`src/rtl/ins_decode_stage.sv`:
```
// Registered MIPS decode stage with a two-entry skid buffer (main + skid).
// Optional illegal-opcode flag is enabled by defining INS_DECODE_ILLEGAL_EN.
module ins_decode_stage #(
  parameter int PC_W   = 32,
  parameter int DATA_W = 32,
  parameter int CNT_W  = 16
) (
  input  logic              clk,
  input  logic              reset,
  input  logic              in_valid,
  output logic              in_ready,
  input  logic [31:0]       instruction,
  input  logic [PC_W-1:0]   p_count,
  output logic              out_valid,
  input  logic              out_ready,
  output logic [5:0]        opcode,
  output logic [4:0]        rs,
  output logic [4:0]        rt,
  output logic [4:0]        rd,
  output logic [4:0]        shamt,
  output logic [5:0]        funct,
  output logic [1:0]        fmt,
  output logic [15:0]       immediate,
  output logic [DATA_W-1:0] imm_ext,
  output logic [25:0]       address,
  output logic [PC_W-1:0]   pc_out,
  output logic [PC_W-1:0]   branch_target,
  output logic [PC_W-1:0]   jump_target,
  output logic [CNT_W-1:0]  decode_count
`ifdef INS_DECODE_ILLEGAL_EN
  ,
  output logic              illegal
`endif
);

  typedef struct packed {
    logic [5:0]        opcode;
    logic [4:0]        rs;
    logic [4:0]        rt;
    logic [4:0]        rd;
    logic [4:0]        shamt;
    logic [5:0]        funct;
    logic [1:0]        fmt;
    logic [15:0]       immediate;
    logic [DATA_W-1:0] imm_ext;
    logic [25:0]       address;
    logic [PC_W-1:0]   pc;
    logic [PC_W-1:0]   branch_target;
    logic [PC_W-1:0]   jump_target;
  } bundle_t;

  typedef enum logic [1:0] {EMPTY, ONE, TWO} state_t;

  function automatic logic [DATA_W-1:0] ext_imm(input logic [5:0] op, input logic [15:0] imm);
    logic signed [15:0]       simm;
    logic signed [DATA_W-1:0] sx;
    logic [31:0]              lui;
    simm = imm;
    sx   = DATA_W'(simm);
    lui  = {imm, 16'h0000};
    case (op)
      6'h0C, 6'h0D, 6'h0E: ext_imm = DATA_W'(imm);
      6'h0F:               ext_imm = DATA_W'(lui);
      default:             ext_imm = sx;
    endcase
  endfunction

  // Word offset of a branch: always sign-extended, wraps modulo 2^PC_W.
  function automatic logic [PC_W-1:0] branch_off(input logic [15:0] imm);
    logic signed [15:0]     simm;
    logic signed [PC_W-1:0] off;
    simm = imm;
    off  = PC_W'(simm);
    return off <<< 2;
  endfunction

  function automatic bundle_t decode(input logic [31:0] ins, input logic [PC_W-1:0] pc);
    bundle_t         b;
    logic [PC_W-1:0] pc4;
    b        = '0;
    pc4      = pc + PC_W'(4);
    b.opcode = ins[31:26];
    b.pc     = pc;
    if (ins[31:26] == 6'h00) begin
      b.fmt   = 2'd0;
      b.rs    = ins[25:21];
      b.rt    = ins[20:16];
      b.rd    = ins[15:11];
      b.shamt = ins[10:6];
      b.funct = ins[5:0];
    end else if (ins[31:26] == 6'h02 || ins[31:26] == 6'h03) begin
      b.fmt               = 2'd2;
      b.address           = ins[25:0];
      b.jump_target       = pc4;
      b.jump_target[27:0] = {ins[25:0], 2'b00};
    end else begin
      b.fmt           = 2'd1;
      b.rs            = ins[25:21];
      b.rt            = ins[20:16];
      b.immediate     = ins[15:0];
      b.imm_ext       = ext_imm(ins[31:26], ins[15:0]);
      b.branch_target = pc4 + branch_off(ins[15:0]);
    end
    return b;
  endfunction

`ifdef INS_DECODE_ILLEGAL_EN
  function automatic logic is_illegal(input logic [5:0] op);
    case (op)
      6'h00, 6'h02, 6'h03, 6'h04, 6'h05, 6'h08, 6'h09, 6'h0A,
      6'h0B, 6'h0C, 6'h0D, 6'h0E, 6'h0F, 6'h23, 6'h2B: is_illegal = 1'b0;
      default:                                          is_illegal = 1'b1;
    endcase
  endfunction
`endif

  state_t  state, state_nxt;
  bundle_t dec_in, bnd_p0, bnd_skid;
  logic    accept, hs, ld_main_in, ld_main_skid, ld_skid;

  assign dec_in    = decode(instruction, p_count);
  assign out_valid = (state != EMPTY);
  assign accept    = in_valid && in_ready;
  assign hs        = out_valid && out_ready;

  always_comb begin
    state_nxt    = state;
    ld_main_in   = 1'b0;
    ld_main_skid = 1'b0;
    ld_skid      = 1'b0;
    case (state)
      EMPTY: if (accept) begin
        state_nxt  = ONE;
        ld_main_in = 1'b1;
      end
      ONE: begin
        if (accept && hs) begin
          ld_main_in = 1'b1;
        end else if (accept) begin
          state_nxt = TWO;
          ld_skid   = 1'b1;
        end else if (hs) begin
          state_nxt = EMPTY;
        end
      end
      TWO: if (hs) begin
        state_nxt    = ONE;
        ld_main_skid = 1'b1;
      end
      default: state_nxt = EMPTY;
    endcase
  end

  // Stage p0: main output register, control and counter
  always_ff @(posedge clk) begin
    if (reset) begin
      state        <= EMPTY;
      in_ready     <= 1'b1;
      decode_count <= '0;
      bnd_p0       <= '0;
    end else begin
      state    <= state_nxt;
      in_ready <= (state_nxt != TWO);
      if (hs) decode_count <= decode_count + CNT_W'(1);
      if (ld_main_in) bnd_p0 <= dec_in;
      else if (ld_main_skid) bnd_p0 <= bnd_skid;
    end
  end

  // Skid entry: contents only meaningful while state is TWO
  always_ff @(posedge clk) begin
    if (ld_skid) bnd_skid <= dec_in;
  end

`ifdef INS_DECODE_ILLEGAL_EN
  logic ill_skid;
  always_ff @(posedge clk) begin
    if (reset) illegal <= 1'b0;
    else if (ld_main_in) illegal <= is_illegal(instruction[31:26]);
    else if (ld_main_skid) illegal <= ill_skid;
    if (ld_skid) ill_skid <= is_illegal(instruction[31:26]);
  end
`endif

  assign opcode        = bnd_p0.opcode;
  assign rs            = bnd_p0.rs;
  assign rt            = bnd_p0.rt;
  assign rd            = bnd_p0.rd;
  assign shamt         = bnd_p0.shamt;
  assign funct         = bnd_p0.funct;
  assign fmt           = bnd_p0.fmt;
  assign immediate     = bnd_p0.immediate;
  assign imm_ext       = bnd_p0.imm_ext;
  assign address       = bnd_p0.address;
  assign pc_out        = bnd_p0.pc;
  assign branch_target = bnd_p0.branch_target;
  assign jump_target   = bnd_p0.jump_target;

endmodule

```
`config.mk`:
```
export PLATFORM = sky130hd
export DESIGN_NAME = ins_decode_stage
export DESIGN_NICKNAME = d
export VERILOG_FILES = /design/src/rtl/ins_decode_stage.sv
export SDC_FILE = /design/constraint.sdc
export NUM_CORES = 1
export LEC_CHECK = 0
export ABC_CLOCK_PERIOD_IN_PS = 18220
export CORE_MARGIN = 4
export CORE_UTILIZATION = 48
export DETAILED_ROUTE_END_ITERATION = 8
export GPL_TIMING_DRIVEN = 0
export MAX_ROUTING_LAYER = met4
export PLACE_DENSITY = 0.83
export SETUP_SLACK_MARGIN = 0.3
export SKIP_LAST_GASP = 1
export SLEW_MARGIN = 40
export SYNTH_ARGS = -nofsm -noshare
export SYNTH_HDL_FRONTEND = slang
export SYNTH_SLANG_ARGS = --single-unit
```
`constraint.sdc`:
```
create_clock -name clk -period 18.22 [get_ports clk]
set_input_delay 4.555 -clock clk [delete_from_list [all_inputs] [get_ports clk]]
set_output_delay 4.555 -clock clk [all_outputs]
set_load 0.005 [all_outputs]
```
# Yosys cells after proc, flatten, opt, wreduce, memory -nomap -nowiden
# Index checks and enable logic that the tools add are counted.
word_totals:
  input_bits: 68
  regBits: 427
  wordCells: 77
op_classes:
  eq_ne: 9
  reduce_logical: 9
  mux: 27
  add_sub_neg: 3
ops:
  columns: ["op", "n"]
  rows:
  - ["$mux 204", 2]
  - ["$mux 74", 1]
  - ["$mux 32", 2]
  - ["$mux 64", 1]
  - ["$pmux 32 s2", 1]
  - ["$mux 48", 1]
  - ["$add 32x3->32 const B", 1]
  - ["$add 32x32->32", 1]
  - ["$mux 26", 1]
  - ["$eq 6x4->1 const B", 4]
  - ["$mux 10", 2]
  - ["$add 16x1->16 const B", 1]
  - ["$mux 16", 1]
  - ["$mux 2", 7]
  - ["$eq 6x2->1 const B", 2]
  - ["$logic_not 6->1", 1]
  - ["$mux 1", 6]
  - ["$pmux 2 s3", 1]
  - ["$reduce_bool 2->1", 2]
  - ["$logic_and 1x1->1", 3]
  - ["$reduce_or 3->1", 1]
  - ["$eq 2x1->1 const B", 1]
  - ["$eq 2x2->1 const B", 1]
  - ["$logic_not 2->1", 1]
  - ["3 further kinds", 3]

# Logic depth before layout (Yosys ltp)
depth:
  depth_word: 7
  ltp_mapped: 17

# Least setup slack after synthesis
# Ideal clock, no wire load.
synth_timing:
  path_type: "input to register"
  start: "input out_ready"
  end: "register bnd_skid[100] (netlist bit), enable pin"
  path_buffers: 0
  required_time_ns: 17.290
  arrival_ns: 16.722
  setup_ns: 0.930
  slack_ns: 0.568
  stages: 2
  path_cell_list: "nand2b_1 nor3_1"
synth_between:
  elab_chain_cells: 4
synth_rtl:
  columns: ["item", "line", "rtl"]
  rows:
  - ["from (decl)", "15", "input logic out_ready,"]
  - ["$logic_and 1x1->1", "124", "assign hs = out_valid && out_ready;"]
  - ["$logic_and 1x1->1", "137", "if (accept && hs) begin"]
  - ["$mux 1", "137", null]
  - ["$mux 1", "131", "case (state)"]
  - ["net ld_skid", "119", "logic accept, hs, ld_main_in, ld_main_skid, ld_skid;"]
  - ["to (signal assigned)", "172", "if (ld_skid) bnd_skid <= dec_in;"]
  - ["to (decl)", "118", "bundle_t dec_in, bnd_p0, bnd_skid;"]
# The timed path passes the listed nets, and every way through them passes these cells.
# A chain may end at the register's enable or synchronous reset.

==> flow_summary_export.csv <==
group,metric,value,unit
synth,synthFlopType,"dfxtp_1",
synth,synthCells,1705,
final_layout,drive_above_1_share,6.16,%
synth,synth_top_cell_by_area,"edfxtp_1",
detailed_routing,drc_errors,0,
power_and_ir_drop,power,2.03,mW
critical_path,cp_slowest_cell,"o311ai_0",
detailed_routing,postRouteAntennaNets,0,
clock_network,htreeDepth,2,
clock_network,cts-resized-gates,0,
clock_network,cts_inserted_buffers,40,
detailed_routing,wl_per_cell,20.9,um
placement,place_congestion,0.939,
min_path,min-delay-start,"pc_out[0]$_SDFFE_PP0P_",
detailed_routing,vias,14739,
timing,finalHoldViolCount,0,
clock_network,cts.clk_slew.worst_paths,0.06,ns
critical_path,crit_arrival,8.83,ns
timing,clock_skew,0.0278,ns
global_routing,grt_pass1_vias,14427,
detailed_routing,firstDrtPassIters,5,
clock_network,insertion_delay,0.55,ns
global_routing,grt.total_usage,27.5,%
synth,synth_top_area_share,31.6,%
timing,tightest_slew,0.777,ns
timing,holdWs,0.462,ns
critical_path,r2r_slack,15.51,ns
timing,finalCritPeriodShare,47.0,%
power_and_ir_drop,vdd_drop_max,0.0000676,V
critical_path,path_cells,"clkdlybuf4s50_1 -> nand3_2 -> or3_1 -> buf_2 -> or3_1 -> clkbuf_2 -> nor2_1 -> xor2_1 -> ha_1 -> clkbuf_1 -> a21o_1 -> a21o_1 -> o311ai_0 -> mux2i_1 -> a21oi_1",
clock_network,clock-root-buffer,"clkbuf_16",
synth,ys_top_cells_by_area,"edfxtp_1 32%, dfxtp_1 23%, nand2_1 7.4%",
min_path,hold_depth,2,
detailed_routing,vias_per_cell,5.78,
timing,max_slew_margin,47.6,%
power_and_ir_drop,p_leak,7.79,nW
critical_path,crit_start,"p_count[8]",
min_path,hp-class,"flop to flop",
outcome,status,"finished clean",
critical_path,cpPeakStageDelay,0.69,ns
detailed_routing,routed_wl,53.2,mm
global_routing,grt_max_degree,22,
placement,port_buffers,287,
die,initial_core_util,48.6,%
timing,drv_slew,0,
critical_path,worst-r2r-cell-count,8,
final_layout,fill_cells,2794,
critical_path,r2r_start,"state[0]$_SDFF_PP0_",
synth,ys_ff_latch,371,
clock_network,post_cts_buffers,0,
die,fp.dieArea,37900,um^2
critical_path,worstSetupEndpointType,"flop",
synth,synth_edf_count,176,
global_routing,grt_pass1_wl,81.1,mm
clock_network,cts.sinks,371,
critical_path,critPathRequiredTime,18.49,ns
clock_network,tritoncts,"yes",
final_layout,fin_nets,2168,
critical_path,startpoint_type,"primary input",
timing,setup_viol,0,
flow_run,maxCapViolCount,0,
synth,async_flop_share,0,%
power_and_ir_drop,power.density,93.7,nW/um^2
global_routing,antenna_found_initial,1,
die,num_rows,68,
synth,yosysWarningCount,0,
timing,rsz0062_at_grt,"no",
clock_network,ctsHoldBuffers,0,
synth,syn_area,16700,um^2
timing,fmax,117,MHz
die,core_area,34500,um^2
final_layout,diodes,0,
clock_network,clockBufferDepth,3,
die,io_pins,290,
critical_path,crit_type,"primary input to flop",
synth,ys_seq_area_share,54.9,%
timing,finalCriticalPeriod,8.56,ns
detailed_routing,initialDrtViolationCount,1340,
final_layout,area_delta_synth_final,29.3,%
die,die_height,195,um
synth,synth_cell_types,58,
die,die_x,195,um
critical_path,critical_path.max_fanout,9,
placement,dp_hpwl,39.7,mm
synth,avgSynthCellArea,9.82,um^2
global_routing,overflow,0,
-- metrics by stage --
step	instance area (um^2)	TNS (ns)	std cells	worst slack [ns]	util, %
after CTS	21600	0	2549	9.79	62.8
final	21600	0	2549	9.66	62.8
after floorplan	16700	0	1706	0.568	-
after detailed placement	20400	0	2475	9.25	59.1
after global placement	20200	-992.39	2448	-5.59	58.6
after global routing	21600	0	2549	9.53	62.8
-- final timing paths --
check                                 to
setup / recovery  bnd_skid[62]$_DFFE_PP_
hold / removal    pc_out[0]$_SDFFE_PP0P_
setup reg to reg  bnd_skid[76]$_DFFE_PP_
hold reg to reg   pc_out[0]$_SDFFE_PP0P_
-- metal layers --
| metal | vias up | track usage [%] | routed length [um] |
|---|---|---|---|
| met1 | 6999 | 35.3 | 21100 |
| met5 | - | - | 0 |
| met3 | 155 | 5.15 | 4960 |
| met4 | 0 | 10.9 | 2440 |
| li1 | 6808 | - | - |
| met2 | 777 | 43.4 | 24700 |
-- cell type report --
class,count,area [um^2],share of cell area [%]
flip-flops and latches,371,9190,42.5
well taps,455,569,2.63
clock inverters,11,98.8,0.457
plain buffers,142,648,3.00
multi-input cells,1178,6870,31.8
clock buffers,63,1150,5.33
repair buffers,314,3050,14.1
inverters,15,56.3,0.260
-- flip-flops by register name (all words and copies together) (netlist names) --
register       cells
bnd_skid         176
branch_target     32
imm_ext           32
pc_out            32
address           25
decode_count      16
immediate         16
funct              6
opcode             6
jump_target        5
rd                 5
rs                 5
rt                 5
shamt              5
fmt                2
state              2
in_ready           1
-- cells by family (layout without fill, tap and decap cells) --
family / count (synthesis) / in the layout / synth area share (%)
compound gates: 345 / 345 / 14.9
buf+inv: 157 / 545 / 4.17
xor+xnor: 62 / 62 / 3.33
simple gates: 714 / 714 / 18.8
flops: 371 / 371 / 54.9
fa+ha+maj: 38 / 38 / 2.89
mux: 17 / 17 / 1.02
other cells: 1 / 2 / 0.0224
-- synth_stat cells (17+ instances only) --
library cell and n:
a21oi_1 76, o21ai_0 21, ha_1 37, nand3_1 22, and2_1 65, nand2_1 332, nor2_1 190, buf_4 28
xor2_1 27, a22oi_1 29, dfxtp_1 195, mux2i_1 17, clkbuf_1 104, o21a_1 22, edfxtp_1 176, a311oi_1 124
and3_1 40, xnor2_1 34
-- worst max-delay path, delay by kind of cell --
| family | cells | cell delay [ns] |
|---|---|---|
| buffers and inverters | 4 | 1.19 |
| AND/OR/NAND/NOR | 4 | 1.12 |
| AO/OA/AOI/OAI | 4 | 1.21 |
| adder cells (fa/ha/maj) | 1 | 0.24 |
| multiplexers | 1 | 0.32 |
| XOR/XNOR | 1 | 0.19 |
-- report_power, final --
group          internal, mW  leakage, nW  switching (mW)
Clock                 0.440        0.613           0.334
Combinational         0.139         3.88           0.172
Sequential            0.920         3.29          0.0240
Total                  1.50         7.79           0.530
-- layout by cell type (no fill, tap or decap), types with 6 or more instances in the layout --
cell / synthesis / routed
nor3_1: 15 / 13
clkdlybuf4s50_1: 0 / 286
clkbuf_2: 1 / 6
clkbuf_16: 0 / 41
clkbuf_1: 104 / 116
nand4_1: 14 / 14
nand2_1: 332 / 332
a311oi_1: 124 / 124
buf_1: 7 / 7
and2_1: 65 / 65
nand2b_1: 7 / 7
o21ai_0: 21 / 21
buf_4: 28 / 44
nor2_1: 190 / 190
o22ai_1: 16 / 16
a22oi_1: 29 / 29
or3_1: 8 / 8
buf_2: 2 / 13
a31oi_1: 9 / 9
a21oi_1: 76 / 75
mux2i_1: 17 / 17
inv_1: 15 / 15
o21a_1: 22 / 22
a21o_1: 16 / 16
dfxtp_1: 195 / 195
xor2_1: 27 / 27
xnor2_1: 34 / 34
edfxtp_1: 176 / 176
clkinv_2: 0 / 6
ha_1: 37 / 37
nand3_1: 22 / 22
and3_1: 40 / 40
(Power assumes the default switching activity.)
